<file path="src/rtl/multicycle_controller.sv">
// Multicycle RISC-V control FSM: sequences fetch/decode/execute phases over a shared ALU and
// memory port and drives all datapath selects, strobes and ALU control from the current state.
module multicycle_controller (
  input  logic       clk,
  input  logic       reset,
  input  logic [6:0] op,
  input  logic [2:0] funct3,
  input  logic       funct7b5,
  input  logic       Zero,
  input  logic       emaior,
  output logic       PCWrite,
  output logic       AdrSrc,
  output logic       MemWrite,
  output logic       IRWrite,
  output logic       RegWrite,
  output logic [1:0] ResultSrc,
  output logic [1:0] ALUSrcA,
  output logic [1:0] ALUSrcB,
  output logic [1:0] ImmSrc,
  output logic [2:0] ALUControl,
  output logic       illegal
);

  localparam logic [6:0] OpLoad   = 7'b0000011;
  localparam logic [6:0] OpStore  = 7'b0100011;
  localparam logic [6:0] OpRType  = 7'b0110011;
  localparam logic [6:0] OpIType  = 7'b0010011;
  localparam logic [6:0] OpBranch = 7'b1100011;
  localparam logic [6:0] OpJal    = 7'b1101111;

  localparam logic [2:0] AluAdd = 3'b000;
  localparam logic [2:0] AluSub = 3'b001;
  localparam logic [2:0] AluAnd = 3'b010;
  localparam logic [2:0] AluOr  = 3'b011;
  localparam logic [2:0] AluSlt = 3'b101;

  typedef enum logic [3:0] {
    StFetch,
    StDecode,
    StMemAdr,
    StMemRead,
    StMemWb,
    StMemWrite,
    StExecR,
    StExecI,
    StAluWb,
    StJal,
    StBranch
  } state_t;

  state_t     state_q, state_d;
  logic [2:0] alu_funct;
  logic       taken;

  always_ff @(posedge clk or posedge reset) begin
    if (reset) begin
      state_q <= StFetch;
    end else begin
      state_q <= state_d;
    end
  end

  // Only R-type (op[5]=1) can select sub through funct7b5; addi never subtracts.
  always_comb begin
    alu_funct = AluAdd;
    case (funct3)
      3'b000:  alu_funct = (op[5] && funct7b5) ? AluSub : AluAdd;
      3'b010:  alu_funct = AluSlt;
      3'b110:  alu_funct = AluOr;
      3'b111:  alu_funct = AluAnd;
      default: alu_funct = AluAdd;
    endcase
  end

  // blt: SrcA < SrcB is neither equal nor greater.
  always_comb begin
    taken = 1'b0;
    case (funct3)
      3'b000:  taken = Zero;
      3'b001:  taken = !Zero;
      3'b100:  taken = !Zero && !emaior;
      default: taken = 1'b0;
    endcase
  end

  always_comb begin
    state_d    = StFetch;
    PCWrite    = 1'b0;
    AdrSrc     = 1'b0;
    MemWrite   = 1'b0;
    IRWrite    = 1'b0;
    RegWrite   = 1'b0;
    ResultSrc  = 2'b00;
    ALUSrcA    = 2'b00;
    ALUSrcB    = 2'b00;
    ImmSrc     = 2'b00;
    ALUControl = AluAdd;
    illegal    = 1'b0;

    unique case (state_q)
      StFetch: begin
        IRWrite   = 1'b1;
        ALUSrcB   = 2'b10;
        ResultSrc = 2'b10;
        PCWrite   = 1'b1;
        state_d   = StDecode;
      end
      StDecode: begin
        ALUSrcA = 2'b01;
        ALUSrcB = 2'b01;
        ImmSrc  = 2'b10;
        case (op)
          OpLoad, OpStore: state_d = StMemAdr;
          OpRType:         state_d = StExecR;
          OpIType:         state_d = StExecI;
          OpBranch:        state_d = StBranch;
          OpJal:           state_d = StJal;
          default: begin
            state_d = StFetch;
            illegal = 1'b1;
          end
        endcase
      end
      StMemAdr: begin
        ALUSrcA = 2'b10;
        ALUSrcB = 2'b01;
        ImmSrc  = op[5] ? 2'b01 : 2'b00;
        state_d = op[5] ? StMemWrite : StMemRead;
      end
      StMemRead: begin
        AdrSrc  = 1'b1;
        state_d = StMemWb;
      end
      StMemWb: begin
        ResultSrc = 2'b01;
        RegWrite  = 1'b1;
        state_d   = StFetch;
      end
      StMemWrite: begin
        AdrSrc   = 1'b1;
        MemWrite = 1'b1;
        state_d  = StFetch;
      end
      StExecR: begin
        ALUSrcA    = 2'b10;
        ALUControl = alu_funct;
        state_d    = StAluWb;
      end
      StExecI: begin
        ALUSrcA    = 2'b10;
        ALUSrcB    = 2'b01;
        ALUControl = alu_funct;
        state_d    = StAluWb;
      end
      StAluWb: begin
        RegWrite = 1'b1;
        state_d  = StFetch;
      end
      StJal: begin
        ALUSrcA = 2'b01;
        ALUSrcB = 2'b10;
        PCWrite = 1'b1;
        ImmSrc  = 2'b11;
        state_d = StAluWb;
      end
      StBranch: begin
        ALUSrcA    = 2'b10;
        ALUControl = AluSub;
        ImmSrc     = 2'b10;
        PCWrite    = taken;
        state_d    = StFetch;
      end
      default: state_d = StFetch;
    endcase

    // Reset holds FETCH selects but suppresses every strobe so nothing commits.
    if (reset) begin
      PCWrite  = 1'b0;
      IRWrite  = 1'b0;
      MemWrite = 1'b0;
      RegWrite = 1'b0;
      illegal  = 1'b0;
    end
  end

endmodule

</file>
<file path="config.mk">
export PLATFORM = sky130hd
export DESIGN_NAME = multicycle_controller
export DESIGN_NICKNAME = d
export VERILOG_FILES = /design/src/rtl/multicycle_controller.sv
export SDC_FILE = /design/constraint.sdc
export NUM_CORES = 1
export LEC_CHECK = 0
export BUFFER_PORTS_ARGS = -buffer_cell sky130_fd_sc_hd__buf_2
export CAP_MARGIN = 10
export CORE_AREA = 5 5 42 44
export CTS_CLUSTER_SIZE = 30
export DETAILED_ROUTE_END_ITERATION = 12
export DIE_AREA = 0 0 47 49
export PLACE_DENSITY = 0.76
export SKIP_LAST_GASP = 1
export SLEW_MARGIN = 15
export SYNTH_ARGS = -nofsm -noshare
export SYNTH_HDL_FRONTEND = slang
export SYNTH_SLANG_ARGS = --single-unit
</file>
<file path="constraint.sdc">
create_clock -name clk -period 3.45 [get_ports clk]
set_input_delay 0.69 -clock clk [delete_from_list [all_inputs] [get_ports clk]]
set_output_delay 0.69 -clock clk [all_outputs]
set_load 0.1 [all_outputs]
</file>
==> results by group <==
Finish
  • Synth-to-Final Area Change: 34.7%
  • Max FFs per register: 4
  • Top reg by flops: state_q
  • Fin nets: 122
  • Design area: 743 um^2
  • Most frequent cells in the layout: buf_2 (31), a21oi_1 (7), inv_1 (5), nor2_1 (5)
  • Biggest regs: state_q (4)
  • ANT cells: 0
  • Commonest non-fill, non-tap cell in the layout: buf_2
  • Layout cells sized above 1: 40.0%
  • Fin util: 53.0%

Clock tree
  • Clock latency on the worst-skew pair: 230 ps
  • Post-CTS setup buffers: 0
  • Max clock buf depth: 2
  • CTS root buf: clkbuf_4
  • H-tree levels: 1
  • Hold buffers post-CTS: 0
  • CTS buffer count: 3
  • TritonCTS clock tree: done
  • Clock slew at reported path FFs: 30 ps
  • Num Clock Sinks: 4
  • Post-CTS Resized: 0

Floorplanning
  • Initial Utilization: 39.4%
  • I/O pins: 32
  • Core area: 1400 um^2
  • Number of placement rows: 14
  • Die height: 49 um
  • Die ar.: 2300 um^2
  • Width of the die: 47 um

Logic synthesis
  • Net Count, Synth: 91
  • Seq/Total Area, Yosys: 18.1%
  • Post-Synthesis Cell Area: 552 um^2
  • FFs w/ async S/R, synth: 100%
  • Synth Area in Compound Gates: 21.8%
  • Yosys cell types: 35
  • Simple-gate share of the synthesized area: 42.0%
  • Adder-Cell Fraction of Synth Area: 0%
  • Synth Area in XOR/XNOR: 9.52%
  • Syn Area/Cell: 7.26 um^2
  • Synth Warn #: 0
  • Main synth FF type: dfrtp_1
  • Main combinational cell family by area after synthesis: simple AND/OR/NAND/NOR gates
  • Synth Instances: 76
  • Seq cells post-synth: 4
  • EDFF count, synth: 0
  • Multiplexer share of the synthesized area: 0%

Global routing
  • GRT Residual Overflow: 0
  • Total GRT Usage: 15.3%
  • Pin count of the biggest net entering global routing: 18
  • First-pass GRT wire length: 2730 um
  • Initial antenna violation count: 0
  • Vias in the first global route: 615

Worst setup path
  • CP startpoint kind: flop
  • Worst Path Class, Setup: flop to output port
  • WP buf/inv: 1
  • Required time of the worst setup path: 2760 ps
  • CP top delay family: flip-flops
  • Crit-path slowest cell: dfrtp_1
  • Peak per-stage delay on the critical path: 630 ps
  • WP data arrival: 2050 ps
  • Crit path max fanout: 15
  • CP Cell Sequence: nand2b_1 > or2_2 > a21oi_1 > buf_2
  • Crit. End Element: output port

Detailed routing
  • M1 wire length: 728 um
  • Wirelength per Cell: 13.8 um
  • Routed length on met2: 784 um
  • Top Metal Used: met4
  • DR vias/cell: 5.81
  • Antenna viol nets, final: 0
  • Pre-antenna DRT Iters: 4
  • Wirelength, routed: 1660 um
  • Starting DRC count in detailed routing: 20
  • DR WL met3: 138 um
  • Remaining DRCs: 0
  • Via count: 703

Placed design
  • Area after DPL: 721 um^2
  • Routability cong.: 0.807
  • HPWL after DPL: 1290 um
  • Port Buffer Count: 31

Run
  • Max Cap Violations: 0

Power
  • Sw Ratio: 73.1%
  • Combinational Power Share: 78.0%
  • Switching power total: 0.472 mW
  • Total leakage power: 0.356 nW
  • Clk network pwr share: 8.5%
  • Internal: 0.174 mW
  • Reg power frac: 13.5%
  • Final Power: 0.646 mW
  • VDD IR max: 0.588 mV
  • Power Dens Cells: 869 nW/um^2

STA
  • Fin Setup TNS: 0 ps
  • Endpoints failing setup: 0
  • Unrepaired setup endpoints after global routing: no
  • Fin Clk Skew: 0.0430 ps
  • Final Hold Fails: 0
  • Slew @ Worst Pin: 501 ps
  • Final Slew Violations: 0
  • FMAX: 0.365 GHz
  • Hold_ws: 426 ps
  • Slew margin rel.: 66.6%
  • Min cycle time layout: 2740 ps
  • Final Cycle Share: 79.4%

Hold path
  • HP Class: input port to asynchronous set/reset pin

Run status
  • Status: finished clean
stage by stage:
step / worst slack (ps) / cells
6_report: 712 / 121
5_1_grt: 664 / 121
4_1_cts: 744 / 121
3_5_place_dp: 806 / 118
3_3_place_gp: 903 / 118
2_1_floorplan: -837 / 76
power groups by stage:
| stage | Combinational, mW | Sequential, mW | Clock (mW) |
|---|---|---|---|
| after floorplan | 0.455 | 0.0648 | 0 |
| after global placement | 0.501 | 0.0870 | 0 |
| after detailed placement | 0.505 | 0.0870 | 0 |
| after CTS | 0.506 | 0.0864 | 0.0581 |
| after global routing | 0.519 | 0.0902 | 0.0624 |
| final | 0.503 | 0.0871 | 0.0551 |
synth_stat cells, types with 2 or more instances:
master	n	area share, %
a21oi_1	7	6.3
buf_2	2	1.8
clkbuf_1	2	1.4
dfrtp_1	4	18
inv_1	5	3.4
nand2_1	4	2.7
nand2b_1	4	4.5
nand3_1	3	2.7
nand4b_1	2	3.2
nor2_1	5	3.4
nor2b_1	2	2.3
nor3_1	6	5.4
nor4_1	2	2.3
o21ai_0	3	2.7
xnor2_1	3	4.8
xor2_1	3	4.8
layer usage:
layer	up-vias	GRT usage, %
met4	0	6.45
met2	35	22.9
met5	-	0
li1	342	-
met1	324	21.7
met3	2	1.48
worst paths after layout:
check	slack, ps	from	to	cells past startpoint
max reg2reg	1990	state_q[0]	state_q[1]	3
min	430	reset	state_q[1]	2
max in group asynchronous	2880	reset	state_q[3]	2
min in group clk	790	op[4]	state_q[2]	3
min reg2reg	790	state_q[0]	state_q[0]	1
max	710	state_q[0]	ImmSrc[0]	4
logic make-up after synthesis:
group                     Yosys count
and+or+nand+nor                    38
xor gates and xnor gates            6
buffers and inverters              10
DFF                                 4
AOI/OAI and AO/OA                  18
final cells by class:
class	count	area (um^2)
Multi-Input combinational cell	62	427
Clock buffer	3	22.5
Fill cell	146	658
Sequential cell	4	100
Timing Repair Buffer	31	155
Tap cell	16	20.0
Inverter	5	18.8
Note: power is estimated with default switching activity, not from simulation.
